===== config.mk =====
export PLATFORM = sky130hd
export DESIGN_NAME = car_sensor_conditioner
export DESIGN_NICKNAME = d
export VERILOG_FILES = /design/src/rtl/car_sensor_conditioner.sv
export SDC_FILE = /design/constraint.sdc
export NUM_CORES = 1
export LEC_CHECK = 0
export ABC_AREA = 1
export CORE_AREA = 2 2 39 41
export DETAILED_ROUTE_END_ITERATION = 10
export DIE_AREA = 0 0 41 43
export PLACE_DENSITY = 0.69
export SYNTH_ARGS = -nofsm -noshare
export SYNTH_HDL_FRONTEND = slang
export SYNTH_SLANG_ARGS = --single-unit

===== constraint.sdc =====
create_clock -name clock -period 4.6 [get_ports clock]
set_input_delay 0.46 -clock clock [delete_from_list [all_inputs] [get_ports clock]]
set_output_delay 0.46 -clock clock [all_outputs]
set_load 0.05 [all_outputs]

===== src/rtl/car_sensor_conditioner.sv =====
// car_sensor_conditioner
//   Conditions the side-road loop detector for the traffic-light controller.
//   The raw asynchronous sensor passes through a two-flop synchroniser and a
//   debouncer. Each debounced rising edge adds one car to a saturating queue.
//   While the side road is green, one queued car is released every
//   SERVE_CYCLES cycles. car_req stays high while any car is waiting.
//
//   Optional build macro: CAR_STUCK_DETECT_EN
//     Defined   - a sensor that stays present for STUCK_CYCLES cycles raises a
//                 sticky sensor_fault and masks further arrivals. The fault
//                 clears on reset or once the debounced sensor has been low
//                 for DEBOUNCE cycles.
//     Undefined - no stuck logic is built and sensor_fault is tied to 0.
//
// Ports
//   clock         in   system clock, rising edge
//   reset         in   synchronous, active-high
//   sensor_raw    in   raw loop detector (asynchronous, may bounce)
//   normal_green  in   1 while the side road shows green
//   car_req       out  car_count != 0 (drives the controller 'in' input)
//   car_count     out  cars currently waiting
//   queue_full    out  car_count == MAX_CARS
//   sensor_fault  out  stuck-sensor flag (0 unless CAR_STUCK_DETECT_EN)
module car_sensor_conditioner #(
  parameter int DEBOUNCE     = 4,
  parameter int SERVE_CYCLES = 8,
  parameter int MAX_CARS     = 7,
  parameter int STUCK_CYCLES = 64,
  parameter int COUNT_W      = $clog2(MAX_CARS + 1)
) (
  input  logic               clock,
  input  logic               reset,
  input  logic               sensor_raw,
  input  logic               normal_green,
  output logic               car_req,
  output logic [COUNT_W-1:0] car_count,
  output logic               queue_full,
  output logic               sensor_fault
);

  localparam int DB_W = (DEBOUNCE > 1) ? $clog2(DEBOUNCE) : 1;
  localparam int TM_W = (SERVE_CYCLES > 1) ? $clog2(SERVE_CYCLES) : 1;

  typedef enum logic [1:0] {
    IDLE    = 2'd0,
    WAITING = 2'd1,
    SERVING = 2'd2
  } state_t;

  state_t state, state_nxt;

  logic               sync_p0;     // first synchroniser flop, read only by sync_p1
  logic               sync_p1;     // synchronised sensor level
  logic [DB_W-1:0]    db_cnt;
  logic               db_p2;       // debounced level
  logic               db_d_p3;     // debounced level delayed one cycle
  logic [TM_W-1:0]    serve_tm;
  logic [COUNT_W-1:0] count_nxt;
  logic               arr;
  logic               dep;

  function automatic logic [COUNT_W-1:0] sat_inc(input logic [COUNT_W-1:0] c);
    sat_inc = (c == COUNT_W'(MAX_CARS)) ? c : c + COUNT_W'(1);
  endfunction

  function automatic logic [COUNT_W-1:0] sat_dec(input logic [COUNT_W-1:0] c);
    sat_dec = (c == '0) ? c : c - COUNT_W'(1);
  endfunction

  // Stage 0/1: two-flop synchroniser
  always_ff @(posedge clock) begin
    if (reset) begin
      sync_p0 <= 1'b0;
      sync_p1 <= 1'b0;
    end else begin
      sync_p0 <= sensor_raw;
      sync_p1 <= sync_p0;
    end
  end

  // Stage 2: debouncer; a new level must persist DEBOUNCE cycles
  always_ff @(posedge clock) begin
    if (reset) begin
      db_cnt <= '0;
      db_p2  <= 1'b0;
    end else if (sync_p1 != db_p2) begin
      if (db_cnt == DB_W'(DEBOUNCE - 1)) begin
        db_p2  <= sync_p1;
        db_cnt <= '0;
      end else begin
        db_cnt <= db_cnt + DB_W'(1);
      end
    end else begin
      db_cnt <= '0;
    end
  end

  // Stage 3: edge detect on the debounced level
  always_ff @(posedge clock) begin
    if (reset) db_d_p3 <= 1'b0;
    else       db_d_p3 <= db_p2;
  end

`ifdef CAR_STUCK_DETECT_EN
  localparam int ST_W = (STUCK_CYCLES > 1) ? $clog2(STUCK_CYCLES) : 1;

  logic [ST_W-1:0] stuck_cnt;
  logic [DB_W-1:0] clr_cnt;
  logic            fault;

  // The stuck counter saturates once the fault is raised so a parked car
  // keeps the flag asserted without wrapping.
  always_ff @(posedge clock) begin
    if (reset) begin
      stuck_cnt <= '0;
      clr_cnt   <= '0;
      fault     <= 1'b0;
    end else if (db_p2) begin
      clr_cnt <= '0;
      if (stuck_cnt == ST_W'(STUCK_CYCLES - 1)) fault <= 1'b1;
      else                                      stuck_cnt <= stuck_cnt + ST_W'(1);
    end else begin
      stuck_cnt <= '0;
      if (fault) begin
        if (clr_cnt == DB_W'(DEBOUNCE - 1)) begin
          fault   <= 1'b0;
          clr_cnt <= '0;
        end else begin
          clr_cnt <= clr_cnt + DB_W'(1);
        end
      end else begin
        clr_cnt <= '0;
      end
    end
  end

  assign sensor_fault = fault;
  assign arr          = db_p2 & ~db_d_p3 & ~fault;
`else
  assign sensor_fault = 1'b0;
  assign arr          = db_p2 & ~db_d_p3;
`endif

  // Departure fires on the last cycle of each green serve interval.
  assign dep = normal_green && (car_count != '0) &&
               (serve_tm == TM_W'(SERVE_CYCLES - 1));

  always_ff @(posedge clock) begin
    if (reset || !normal_green || (car_count == '0)) serve_tm <= '0;
    else if (serve_tm == TM_W'(SERVE_CYCLES - 1))    serve_tm <= '0;
    else                                             serve_tm <= serve_tm + TM_W'(1);
  end

  // A simultaneous arrival and departure cancel, even when the queue is full.
  always_comb begin
    count_nxt = car_count;
    if (arr && !dep)      count_nxt = sat_inc(car_count);
    else if (dep && !arr) count_nxt = sat_dec(car_count);
  end

  always_ff @(posedge clock) begin
    if (reset) car_count <= '0;
    else       car_count <= count_nxt;
  end

  always_ff @(posedge clock) begin
    if (reset) state <= IDLE;
    else       state <= state_nxt;
  end

  always_comb begin
    state_nxt = state;
    case (state)
      IDLE:    if (arr) state_nxt = WAITING;
      WAITING: if (normal_green) state_nxt = SERVING;
      SERVING: begin
        if (count_nxt == '0)    state_nxt = IDLE;
        else if (!normal_green) state_nxt = WAITING;
      end
      default: state_nxt = IDLE;
    endcase
  end

  assign car_req    = (car_count != '0);
  assign queue_full = (car_count == COUNT_W'(MAX_CARS));

endmodule

Word level (Yosys, flattened, before mapping) --
Cells that the tools add are included.
Storage, ports and cells: output and inout bits 6, register bits after elaboration 12, logic and storage cells 40
Cells by class: eq/ne operators 6, bitwise operators 3, reduce and logical (&&, ||, !) cells 16, add/sub/neg operators 4, muxes and demuxes 4
Operator list (number):
- $mux 3 | 4
- $add 3x1->3 const B | 2
- $eq 3x3->1 const B | 2
- $logic_and 1x1->1 | 4
- $logic_not 1->1 | 3
- $logic_not 3->1 | 1
- $reduce_and 3->1 | 1
- $reduce_bool 3->1 | 1
- $reduce_or 3->1 | 1
- $sub 3x1->3 const B | 1
- $add 2x1->2 const B | 1
- $eq 2x2->1 const B | 1
- $logic_or 1x1->1 | 2
- $ne 2x1->1 const B | 1
- $ne 2x2->1 const B | 1
- $not 1->1 | 2
- $reduce_and 2->1 | 1
- $reduce_bool 2->1 | 1
- $reduce_or 2->1 | 1
- $and 1x1->1 | 1
- $ne 1x1->1 | 1

Depth between registers and ports, before layout --
word-level depth 7, depth in mapped cells 15, gate-level depth less buffers 15

Worst setup path after synthesis --
No wires, ideal clock.
path type register -> register, start point reg car_count[0], end point reg car_count[2], cell stages (with the launch flop) 16, required time 4.490 ns, clock period less this slack 2.487 ns, data arrival time 2.378 ns, buffers on the path 0, slack 2.113 ns, cell sequence dfxtp_1 inv_1 nand3_2 and2_2 nand2_1 ha_1 inv_1 fa_1 inv_1 nand2_1 nand2_1 nand2_1 nand2_1 nand2_1 nand2_1 nor2_2
On the way: word-level cells in the longest chain between the ends 7, elaborated cells between the ends (all ways) 18, those cells by class 2 x add/sub; 3 x eq/ne; 4 x mux; 9 x reduce/logical
RTL lines:
- start, declared | line 36 | output logic [COUNT_W-1:0] car_count,
- start signal, assigned | line 163 | else car_count <= count_nxt;
- $reduce_bool 3->1 *
- named net car_req | line 35 | output logic car_req,
- $logic_and 1x1->1 * (2 in a row) | line 145 | assign dep = normal_green && (car_count != '0) &&
- $logic_not 1->1 | line 157 | if (arr && !dep) count_nxt = sat_inc(car_count);
- $logic_and 1x1->1 | line 157
- $ne 2x1->1 (no line), or another cell as far along
- $reduce_and 3->1 (no line)
The timed path passes the listed nets; every way through them passes the cells marked *. The select of a mux whose other input is x is not followed. A chain may end at the register's enable or synchronous reset.

Final worst setup path --
start point reg car_count[0], end point out queue_full
On the way: word-level cells in the longest chain between the ends 1
RTL lines:
- $eq 3x3->1 | line 185 | assign queue_full = (car_count == COUNT_W'(MAX_CARS));
- end, declared | line 37 | output logic queue_full,
Every way passes these cells.

==> qor.yml <==
hold_violations: 0
ir_worst_vdd_mv: 0.159
arrival_ns: 1.84
postCtsHoldBufs: 0
cts_made_buffers: 3
clock_latency_ns: 0.27
wirelength_microns: 989
syn_avg_cell_area_sq_um: 7.43
nets: 101
start_util_pct: 42.9
p_leak_nw: 0.348
drt-initial-drc-count: 4
critPathTopFamily: "buffers and inverters"
cts_resized: 0
seq_area_frac_synth_pct: 40.4
drive_above_1_share_pct: 15.4
die_y_microns: 43
route.detailed.drc: 0
gp_congestion: 0.722
synth_nets: 89
startpoint_type: "flip-flop"
dieArea_sq_um: 1760
grt_pass1_vias: 420
wire_per_inst_microns: 9.24
preCtsSetupSlack_ns: 2.23
cts-htree-levels: 1
fp-row-count: 14
cp_cell_sequence: "inv_1 > nor3_1 > clkdlybuf4s50_1"
final.period_utilization_pct: 50.0
io_buffers: 8
fin_tns_setup_ns: 0
areaGrowthSynthToFinish_pct: 21.7
grt_max_degree: 8
path_class: "flip-flop to output pin"
ys_ff_latch: 12
required_ns: 4.14
antenna_found_initial: 0
cap_violations: 0
critPathCaptureType: "output pin"
vias: 471
status: "finished, final reports clean"
cts_root_buffer: "clkbuf_4"
power_density_nw_per_um2: 271
min_path_type: "flip-flop to flip-flop"
die_w_microns: 41
finalSetupViolations: 0
cts.sink_count: 12
grt_pass1_wl_mm: 1.60
synth_cell_types: 18
antenna_cells: 0
crit_path_top_delay_cell: "clkdlybuf4s50_1"
avgViaCountPerCell: 4.40
dr.pass1.iters: 3
synthCells: 80
gr-total-overflow: 0
cp_num_buf_inv: 2
cts_tree: "yes"
ios: 10
cts_setup_buffers: 0
fmax_ghz: 0.435
synth_area_sq_um: 594
cts_buffer_depth: 2
crit_path_max_incr_delay_ns: 0.82
period_needed_ns: 2.30
cts.clk_slew.worst_paths_ns: 0.07
rsz0062_at_grt: "no"
hpwl_microns: 812
drtAntennaViolNets: 0
postLayoutSetupSlackWorst_ns: 2.30
worst-path-max-fanout: 5
core_area_sq_um: 1380
final_max_slew_viol_count: 0
fin_worst_skew_ns: 0.00168
synth_warnings: 0
grt_usage_pct: 14.0
through the flow:
stage / total power, mW / cell area (sq um) / hold slack (ns) / utilization, % / std cells
after floorplan: 0.113 / 594 / 0.388 / - / 80
after global placement: 0.116 / 687 / 0.391 / 49.6 / 103
after detailed placement: 0.116 / 687 / 0.400 / 49.6 / 103
after CTS: 0.199 / 723 / 0.411 / 52.3 / 107
after global routing: 0.206 / 723 / 0.436 / 52.3 / 107
final: 0.196 / 723 / 0.408 / 52.3 / 107
final cells by class:
cell class	count	area [sq um]
clock buffer	4	36.3
fill	144	661
inverter	18	67.6
multi-input combinational	49	279
sequential	12	240
tap	16	20.0
timing repair buffer	8	80.1
sequential cells by signal (all words and copies together), names as in the netlist:
signal and cells:
car_count 3, db_cnt 2, db_d_p3 1, db_p2 1, serve_tm 3, sync_p0 1, sync_p1 1
layout by cell type, fill, tap and decap left out:
cell	count
nand2_1	17
inv_1	16
dfxtp_1	12
nor2_1	10
clkdlybuf4s50_1	8
nor2_2	5
ha_1	4
clkbuf_4	3
inv_2	2
nand3_2	2
nand4_1	2
a21oi_1	2
and2_2	1
nor3_1	1
nand3_1	1
o211ai_1	1
o21ai_0	1
fa_1	1
conb_1	1
clkbuf_8	1
cell usage after synthesis:
master | count | area share [%]
o211ai_1 | 1 | 1.3
buf_4 | 1 | 1.3
a21oi_1 | 2 | 1.7
nor3_1 | 1 | 0.84
nor2_1 | 10 | 6.3
conb_1 | 1 | 0.63
inv_2 | 2 | 1.3
nand3_2 | 2 | 3.4
nand2_1 | 17 | 11
nor2_2 | 5 | 5.3
dfxtp_1 | 12 | 40
inv_1 | 16 | 10
nand4_1 | 2 | 2.1
fa_1 | 1 | 3.4
ha_1 | 4 | 8.4
o21ai_0 | 1 | 0.84
nand3_1 | 1 | 0.84
and2_2 | 1 | 1.3
metal layers:
layer	wire length, microns	part of all wire (%)	track usage [%]
met5	0	0	0
met1	468	47	17.2
met4	12	1.2	12.0
met2	477	48	20.3
met3	31	3.1	1.57
kinds of logic (layout without fill, tap and decap cells):
kind of cell / after synthesis / in the layout / synth area share [%]
buffers and inverters: 19 / 30 / 12.6
AO/OA/AOI/OAI: 4 / 4 / 3.79
flip-flops: 12 / 12 / 40.4
AND/OR/NAND/NOR: 39 / 39 / 30.7
adder cells (fa/ha/maj): 5 / 5 / 11.8
other: 1 / 1 / 0.631
power by group:
| group | switching (mW) | internal, mW | leakage [nW] | total, mW |
|---|---|---|---|---|
| Sequential | 0.000486 | 0.105 | 0.0971 | 0.105 |
| Clock | 0.0346 | 0.0481 | 0.0210 | 0.0827 |
| Combinational | 0.00467 | 0.00338 | 0.229 | 0.00805 |
| Total | 0.0398 | 0.156 | 0.348 | 0.196 |
path summary, 6_finish.rpt:
path | start | to | slack, ns | cells past startpoint
worst min register to register | sync_p0 | sync_p1 | 0.41 | 2
worst max-delay path | car_count[0] | queue_full | 2.30 | 3
worst min-delay path | sync_p0 | sync_p1 | 0.41 | 2
worst max register to register | car_count[0] | car_count[2] | 2.48 | 15
tightest hold or removal path: cells and delay by family (launching register included):
| kind | cells | cell delay (ns) |
|---|---|---|
| buf+inv | 1 | 0.04 |
| simple gates | 1 | 0.03 |
| flops | 1 | 0.30 |
Power figures use the tool's default switching activity.
